--- config.mk ---
export PLATFORM = sky130hd
export DESIGN_NAME = alu_flat
export DESIGN_NICKNAME = d
export VERILOG_FILES = /design/src/rtl/alu_if.sv /design/src/rtl/alu.sv /design/src/flat_wrapper.sv
export SDC_FILE = /design/constraint.sdc
export NUM_CORES = 1
export LEC_CHECK = 0
export ABC_AREA = 1
export CORE_MARGIN = 2
export CORE_UTILIZATION = 40
export CTS_CLUSTER_DIAMETER = 80
export CTS_CLUSTER_SIZE = 24
export DETAILED_ROUTE_END_ITERATION = 7
export SYNTH_ARGS = -nofsm -noshare
export SYNTH_HDL_FRONTEND = slang
export SYNTH_SLANG_ARGS = --single-unit
--- constraint.sdc ---
create_clock -name clk -period 6.01 [get_ports clk]
set_input_delay 1.202 -clock clk [delete_from_list [all_inputs] [get_ports clk]]
set_output_delay 1.202 -clock clk [all_outputs]
set_load 0.1 [all_outputs]
--- src/rtl/alu_if.sv ---
// Operand/result bundle between an ALU and its driver.
// The master side supplies the operation and operands; the slave side returns the registered result and flags.
interface alu_if #(
  parameter int DATA_W = 16
);
  localparam int SH_W = $clog2(DATA_W);

  logic [3:0]        op;
  logic [DATA_W-1:0] inputa;
  logic [DATA_W-1:0] inputb;
  logic [DATA_W-1:0] inputc;
  logic [SH_W-1:0]   inputd;
  logic              ci;
  logic [DATA_W-1:0] out;
  logic              zero;
  logic              equal;
  logic              co;

  modport master (
    output op, inputa, inputb, inputc, inputd, ci,
    input  out, zero, equal, co
  );

  modport slave (
    input  op, inputa, inputb, inputc, inputd, ci,
    output out, zero, equal, co
  );
endinterface

--- src/rtl/alu.sv ---
// Single-cycle 16-bit ALU: arithmetic, signed compare, plain/arith/ones/funnel shifts and negate.
// A new operation is accepted every cycle; results and flags are registered one edge later.
module alu #(
  parameter int DATA_W = 16
) (
  input  logic clk,
  input  logic reset,
  alu_if.slave bus
);
  localparam int SH_W = $clog2(DATA_W);

  typedef enum logic [3:0] {
    K_ADD = 4'd0,
    K_SUB = 4'd1,
    K_SLL = 4'd2,
    K_SRL = 4'd3,
    K_SRA = 4'd4,
    K_GT  = 4'd5,
    K_LT  = 4'd6,
    K_SLG = 4'd7,
    K_SRG = 4'd8,
    K_SLO = 4'd9,
    K_SRO = 4'd10,
    K_NEG = 4'd11
  } op_e;

  // Left shift through a carry bit: the top bit of the result is the last bit shifted out.
  function automatic logic [DATA_W:0] shl_co(input logic [DATA_W-1:0] a,
                                             input logic [SH_W-1:0]   sh);
    logic [DATA_W:0] ext;
    ext = {1'b0, a};
    return ext << sh;
  endfunction

  // Right shifts carry a guard bit below the LSB so it captures the last bit shifted out.
  function automatic logic [DATA_W:0] shr_co(input logic [DATA_W-1:0] a,
                                             input logic [SH_W-1:0]   sh);
    logic [DATA_W:0] ext;
    ext = {a, 1'b0};
    return ext >> sh;
  endfunction

  function automatic logic [DATA_W:0] sra_co(input logic [DATA_W-1:0] a,
                                             input logic [SH_W-1:0]   sh);
    logic signed [DATA_W:0] ext;
    ext = {a, 1'b0};
    return ext >>> sh;
  endfunction

  function automatic logic [DATA_W-1:0] funnel_left(input logic [DATA_W-1:0] hi,
                                                    input logic [DATA_W-1:0] lo,
                                                    input logic [SH_W-1:0]   sh);
    logic [2*DATA_W-1:0] cat;
    cat = {hi, lo} << sh;
    return cat[2*DATA_W-1:DATA_W];
  endfunction

  function automatic logic [DATA_W-1:0] funnel_right(input logic [DATA_W-1:0] hi,
                                                     input logic [DATA_W-1:0] lo,
                                                     input logic [SH_W-1:0]   sh);
    logic [2*DATA_W-1:0] cat;
    cat = {hi, lo} >> sh;
    return cat[DATA_W-1:0];
  endfunction

  // Ones-fill shifts are the complement of zero-fill shifts of the complement.
  function automatic logic [DATA_W-1:0] slo(input logic [DATA_W-1:0] a,
                                            input logic [SH_W-1:0]   sh);
    return ~((~a) << sh);
  endfunction

  function automatic logic [DATA_W-1:0] sro(input logic [DATA_W-1:0] a,
                                            input logic [SH_W-1:0]   sh);
    return ~((~a) >> sh);
  endfunction

  logic [DATA_W-1:0]        a_p0;
  logic [DATA_W-1:0]        b_p0;
  logic signed [DATA_W-1:0] a_s_p0;
  logic signed [DATA_W-1:0] b_s_p0;
  logic [DATA_W:0]          sum_p0;
  logic [DATA_W:0]          diff_p0;
  logic [DATA_W:0]          sll_p0;
  logic [DATA_W:0]          srl_p0;
  logic [DATA_W:0]          sra_p0;
  logic [DATA_W-1:0]        res_p0;
  logic                     co_p0;
  logic                     zero_p0;
  logic                     equal_p0;

  logic [DATA_W-1:0]        out_p1;
  logic                     co_p1;
  logic                     zero_p1;
  logic                     equal_p1;

  // Stage p0: combinational evaluation of the operands presented this cycle
  assign a_p0   = bus.inputa;
  assign b_p0   = bus.inputb;
  assign a_s_p0 = bus.inputa;
  assign b_s_p0 = bus.inputb;

  // The 17-bit difference wraps negative exactly when A < B + CI, so bit 16 is the borrow.
  assign sum_p0  = {1'b0, a_p0} + {1'b0, b_p0} + {{DATA_W{1'b0}}, bus.ci};
  assign diff_p0 = {1'b0, a_p0} - {1'b0, b_p0} - {{DATA_W{1'b0}}, bus.ci};
  assign sll_p0  = shl_co(a_p0, bus.inputd);
  assign srl_p0  = shr_co(a_p0, bus.inputd);
  assign sra_p0  = sra_co(a_p0, bus.inputd);

  always_comb begin
    res_p0 = '0;
    co_p0  = 1'b0;
    case (op_e'(bus.op))
      K_ADD: begin
        res_p0 = sum_p0[DATA_W-1:0];
        co_p0  = sum_p0[DATA_W];
      end
      K_SUB: begin
        res_p0 = diff_p0[DATA_W-1:0];
        co_p0  = diff_p0[DATA_W];
      end
      K_SLL: begin
        res_p0 = sll_p0[DATA_W-1:0];
        co_p0  = sll_p0[DATA_W];
      end
      K_SRL: begin
        res_p0 = srl_p0[DATA_W:1];
        co_p0  = srl_p0[0];
      end
      K_SRA: begin
        res_p0 = sra_p0[DATA_W:1];
        co_p0  = sra_p0[0];
      end
      K_GT:    res_p0 = {{(DATA_W-1){1'b0}}, (a_s_p0 > b_s_p0)};
      K_LT:    res_p0 = {{(DATA_W-1){1'b0}}, (a_s_p0 < b_s_p0)};
      K_SLG:   res_p0 = funnel_left(a_p0, bus.inputc, bus.inputd);
      K_SRG:   res_p0 = funnel_right(bus.inputc, a_p0, bus.inputd);
      K_SLO:   res_p0 = slo(a_p0, bus.inputd);
      K_SRO:   res_p0 = sro(a_p0, bus.inputd);
      K_NEG:   res_p0 = '0 - a_p0;
      default: begin
        res_p0 = '0;
        co_p0  = 1'b0;
      end
    endcase
  end

  assign zero_p0  = (res_p0 == '0);
  assign equal_p0 = (a_p0 == b_p0);

  // Stage p1: registered result and flags; reset drops any in-flight operation
  always_ff @(posedge clk) begin
    if (reset) begin
      out_p1   <= '0;
      co_p1    <= 1'b0;
      zero_p1  <= 1'b0;
      equal_p1 <= 1'b0;
    end else begin
      out_p1   <= res_p0;
      co_p1    <= co_p0;
      zero_p1  <= zero_p0;
      equal_p1 <= equal_p0;
    end
  end

  assign bus.out   = out_p1;
  assign bus.co    = co_p1;
  assign bus.zero  = zero_p1;
  assign bus.equal = equal_p1;
endmodule

--- src/flat_wrapper.sv ---
// flat-port wrapper written by rule: the top's interface ports become plain ports
module alu_flat 
#(
  parameter int DATA_W = 16
)
  (clk, reset, bus_op, bus_inputa, bus_inputb, bus_inputc, bus_inputd, bus_ci, bus_out, bus_zero, bus_equal, bus_co);
  alu_if #(.DATA_W(DATA_W)) bus_i ();
  input  logic clk;
  input  logic reset;
  input wire logic [$bits(bus_i.op)-1:0] bus_op;
  input wire logic [$bits(bus_i.inputa)-1:0] bus_inputa;
  input wire logic [$bits(bus_i.inputb)-1:0] bus_inputb;
  input wire logic [$bits(bus_i.inputc)-1:0] bus_inputc;
  input wire logic [$bits(bus_i.inputd)-1:0] bus_inputd;
  input wire logic [$bits(bus_i.ci)-1:0] bus_ci;
  output wire logic [$bits(bus_i.out)-1:0] bus_out;
  output wire logic [$bits(bus_i.zero)-1:0] bus_zero;
  output wire logic [$bits(bus_i.equal)-1:0] bus_equal;
  output wire logic [$bits(bus_i.co)-1:0] bus_co;
  assign bus_i.op = bus_op;
  assign bus_i.inputa = bus_inputa;
  assign bus_i.inputb = bus_inputb;
  assign bus_i.inputc = bus_inputc;
  assign bus_i.inputd = bus_inputd;
  assign bus_i.ci = bus_ci;
  assign bus_out = bus_i.out;
  assign bus_zero = bus_i.zero;
  assign bus_equal = bus_i.equal;
  assign bus_co = bus_i.co;
  alu #(.DATA_W(DATA_W)) u_core (.clk(clk), .reset(reset), .bus(bus_i));
endmodule
# Word-level counts from Yosys, hierarchy flattened

Index checks and enable logic that the tools add are counted.

Bits in registers: 19
Input bits: 59
Output and inout bits: 19
Logic and storage cells: 37

Add/sub/neg operators: 5
Order comparisons: 2
Equality and inequality tests: 12
Shift-type cells: 7
Muxes and demuxes: 2
Bitwise gates (word level): 3
Reduce and logical (&&, ||, !) cells: 2

Operators with widths:

| cell                                                                | count |
|---|---|
| 16-bit one-hot mux with 12 select lines                             | 1 |
| 16-bit NOT                                                          | 3 |
| 32-bit by 4-bit << shifter with 32-bit output                       | 1 |
| 32-bit by 4-bit >> shifter with 16-bit output                       | 1 |
| 16-bit by 16-bit adder with 17-bit output                           | 1 |
| 17-bit by 1-bit adder with 17-bit output                            | 1 |
| 16-bit by 4-bit << shifter with 17-bit output                       | 1 |
| 17-bit by 4-bit >> shifter with 17-bit output                       | 1 |
| 17-bit by 4-bit >>> shifter with 17-bit output                      | 1 |
| 16-bit by 16-bit subtractor with 17-bit output                      | 1 |
| 17-bit by 1-bit subtractor with 17-bit output                       | 1 |
| 16-bit == test                                                      | 1 |
| 4-bit by 3-bit == test with 1-bit output, second input constant     | 4 |
| 4-bit == test, second input constant                                | 4 |
| 16-bit > comparator                                                 | 1 |
| 16-bit logical NOT                                                  | 1 |
| 16-bit less-than comparator                                         | 1 |
| 16-bit by 4-bit << shifter with 16-bit output                       | 1 |
| 16-bit by 4-bit >> shifter with 16-bit output                       | 1 |
| 1-bit by 16-bit subtractor with 16-bit output, first input constant | 1 |
| 4-bit by 2-bit == test with 1-bit output, second input constant     | 2 |
| 1-bit one-hot mux with 5 select lines                               | 1 |
| 4-bit by 1-bit == test with 1-bit output, second input constant     | 1 |
| 4-bit logical NOT                                                   | 1 |

# Depth between registers and ports, before layout

Depth in word-level cells: 5
Mapped depth: 20

# Least setup slack after synthesis

OpenSTA, ideal clock, no wires.

Path kind: input -> register
From: in bus_ci
To: reg u_core.zero_p1 (netlist: u_core.bus.zero)
Data arrival time: 3,157 ps
Required time: 5,948 ps
Setup slack: 2,791 ps
Stages: 18
Cells stage by stage: inv_1 fa_1 fa_1 inv_1 nand2_1 nand2_1 nand2_1 nand2_1 nand2_1 nand2_1 nand3b_1 nand3_1 nand3_1 nor2_1 nand2_1 nor2_1 nand2_1 nor2_2

Word-level cells in the longest chain between the ends: 3
Elaborated cells between the ends (all ways): 4
Those cells by class: add/sub: 2; mux: 1; reduce/logical: 1

Ends and longest elaborated chain:

| element                                                                                                   | RTL line               | source |
|---|---|---|
| from (decl)                                                                                               | flat_wrapper.sv:15     | `input wire logic [$bits(bus_i.ci)-1:0] bus_ci;` |
| 17-bit by 1-bit subtractor with 17-bit output or 17-bit by 1-bit adder with 17-bit output (tied branches) | alu.sv:104, alu.sv:103 |  |
| 16-bit one-hot mux with 12 select lines (*)                                                               | alu.sv:112             | `case (op_e'(bus.op))` |
| 16-bit logical NOT (*)                                                                                    | alu.sv:147             | `assign zero_p0 = (res_p0 == '0);` |
| to (signal assigned)                                                                                      | alu.sv:160             | `zero_p1 <= zero_p0;` |
| to (decl)                                                                                                 | alu.sv:93              | `logic zero_p1;` |

Every way passes the cells marked *; elsewhere a longest branch is shown, timed or not.
A chain may end at the register's enable or synchronous reset.

# Final worst setup path

From: in bus_inputa[9]
To: reg u_core.zero_p1 (netlist: u_core.bus.zero)

Word-level cells in the longest chain between the ends: 5
Elaborated cells between the ends (all ways): 19
Those cells by class: add/sub: 5; order compare: 2; shift: 7; mux: 1; bitwise: 3; reduce/logical: 1

Ends and longest elaborated chain:

| element                                                                                                | RTL line           | source |
|---|---|---|
| from (decl)                                                                                            | flat_wrapper.sv:11 | `input wire logic [$bits(bus_i.inputa)-1:0] bus_inputa;` |
| parallel branches: the longest is 3 deep, another holds 16-bit by 16-bit subtractor with 17-bit output | --                 |  |
| 16-bit one-hot mux with 12 select lines (*)                                                            | alu.sv:112         |  |
| 16-bit logical NOT (*)                                                                                 | alu.sv:147         |  |

Mark *: on every way between the ends.

==> reports/qor.txt <==
synthesis-stage register bit count: 19
clock buffer count from CTS: 3
CTS max path bufs: 2
final hold viol count: 0
die height: 141.4 um
Post-Syn Area: 7556 um2
Int Power: 0.0004684 W
Tot Pwr: 0.001097 W
total leakage power: 4.558 nW
Routed met1 length: 14.94 mm
Hold-fix buffers, CTS: 0
first-pass GRT wire length: 53.02 mm
CP Launch Point: bus_inputa[9]
DIE WIDTH: 141.4 um
number of synthesized flops with an enable pin: 0
critical path depth: 16
commonest non-fill, non-tap cell in the layout: nand2_1
CP Max Fanout: 9
Critical path buffers and inverters: 2
most frequent cells in the layout: nand2_1 (523), nand3_1 (312), inv_1 (142), nor2_1 (127), clkdlybuf4s50_1 (74)
Yosys cell types: 40
drt drc: 0
status: finished, final reports clean
nets: 1647
CP top delay family: simple AND/OR/NAND/NOR gates
largest net degree at the start of global routing: 78
slowest CP cell: clkdlybuf4s50_1
Final ANT Viol Nets: 0
# IOs: 78
yosys warns: 0
Cell Pwr Density: 129.7 nW/um2
fin. max-slew vios: 0
RSZ-0062 raised after global routing: no
logic gate share of total power: 75.0%
Worst Setup End Kind: register
gpl congestion: 1.001
Met3 Wirelength: 3.339 mm
final setup margin: 1685 ps
max cap viols: 0
sequential-to-total area share from yosys stat: 5.034%
pre-CTS WS: 1580 ps
Async SR Flop Fraction: 0%
Iteration-0 DRC Markers: 1343
CTS Root Cell: clkbuf_16
Final Cell Area: 8461 um2
row cnt: 50
Starting Density: 40.53%
met2 WL: 14.53 mm
initial antenna violation count: 0
CP Launch Type: input pin
post-synth top area share: 25.98%
Worst-Margin Slew: 985.2 ps
core box area: 18640 um2
global-route usage over all layers: 34.17%
synthesis-to-finish area growth: 11.97%
worst path cell trace: clkdlybuf4s50_1 -> ha_1 -> inv_1 -> ha_1 -> nand2_1 -> nor2_1 -> nand3_1 -> nand3_1 -> nand2_1 -> nand3_1 -> nand3_1 -> nor2_2 -> nand2_1 -> nor2_1 -> nand2_1 -> nor2_2
leading area contributor after synthesis: nand2_1
Final Critical Period: 4325 ps
WL/cell: 19.78 um
Worst EP arrival: 4520 ps
Area contributors post-synth: nand2_1 (26%), nand3_1 (21%), ha_1 (10%), inv_1 (7.1%), nor2_1 (6.3%)
Switching Power: 0.0006286 W
ANT cells: 0
DRT Pass-1 Iters: 7
CTS tree: built
Critical Path RT: 6200 ps
drt via density: 5.805
final wirelength: 34.71 mm
post-CTS sizing: 0
Cells after Synth: 1487
layout cells sized above 1: 4.471%
Post-CTS Setup Bufs: 0
placed cell area: 8381 um2
setup_tns: 0 ps
fmax: 231.2 MHz
worst stage delay on the critical path: 720 ps
Layout Utilization: 45.38%
vias after detailed routing: 10190
Top Layer Used: met4
Clock Pin Slew Worst Setup and Hold Paths: 50 ps
Switching Share: 57.31%
slew margin rel.: 34.12%
htree depth: 1
Main synth FF type: dfxtp_1
Die Area: 20010 um2
clock group share of total power: 12.4%
Peak VDD IR: 87.65 uV
WS Path Type: input pin to register
Hold Startpoint: bus_inputb[15]
number of buffers inserted by port buffering: 77
worst min path class: input pin to register
Detailed Place HPWL: 28.00 mm
crit share post-route: 71.96%
syn nets: 1612
clock sink count: 19
fill count: 2206
syn_area_per_cell: 5.081 um2
Flop pwr share: 12.7%
Remaining Overflow, GRT: 0
vias in the first global route: 9347
Hold Path Depth: 5
Setup-failing EPs final: 0
## flip-flops by register name, summed over array words and instances, names as in the netlist
signal and count:
u_core.bus.co 1, u_core.bus.out 16, u_core.bus.zero 1, u_core.bus.equal 1
## cell families after synthesis
family / Yosys count / synth area share, %
flops: 19 / 5.034
compound gates: 136 / 9.836
fa+ha+maj: 66 / 11.33
buf+inv: 207 / 11.67
simple gates: 1059 / 62.13
## power groups by stage
stage          Clock [W]  Sequential (W)  Combinational (W)
3_5_place_dp           0        0.000142           0.000798
2_1_floorplan          0        0.000217           0.000479
5_1_grt         0.000142        0.000140           0.000900
4_1_cts         0.000139        0.000139           0.000803
6_report        0.000136        0.000139           0.000822
3_3_place_gp           0        0.000141           0.000801
## synthesized netlist by cell type (2+ instances only)
master    number
a21boi_0       4
clkbuf_1      13
o211ai_1       6
buf_6          3
a21oi_1       52
nand2_2       13
buf_4          7
nor3_1        13
inv_2          2
a31oi_1        4
buf_2         28
inv_1        142
nor2_2         8
buf_1          9
and2_1         2
o21bai_1       4
nand3b_1      10
o21ai_1       10
ha_1          62
fa_1           4
nand3_1      312
dfxtp_1       19
nand4_1       28
nand2_4        5
nor2_1       127
o21ai_0       49
nand2_1      523
o21a_1         2
nand3_2       15
## path summary, 6_finish.rpt
kind | endpoint | slack (ps)
min | u_core.bus.co$_SDFF_PP0_ | 1920
max | u_core.bus.zero$_SDFF_PP0_ | 1690
## routing by layer
layer | global-route usage (%) | up-vias
li1 | - | 4955
met1 | 46.33 | 4618
met5 | 0 | -
met4 | 16.26 | 0
met2 | 51.97 | 529
met3 | 6.716 | 85
## metrics by stage
step | instances | hold WS [ps]
6_report | 1755 | 1922
5_1_grt | 1755 | 1996
4_1_cts | 1755 | 1922
3_5_place_dp | 1751 | 2181
3_3_place_gp | 1751 | 2174
2_1_floorplan | 1487 | 1480
## layout make-up
class / count / area [um2] / area share [%]
well taps: 234 / 292.8 / 3.461
flip-flops and latches: 19 / 380.4 / 4.496
inverters: 146 / 553.0 / 6.537
clock inverters: 1 / 5.005 / 0.05915
clock buffers: 3 / 75.07 / 0.8873
multi-input cells: 1261 / 6294 / 74.39
repair buffers: 91 / 860.8 / 10.17
(Power assumes the default switching activity.)
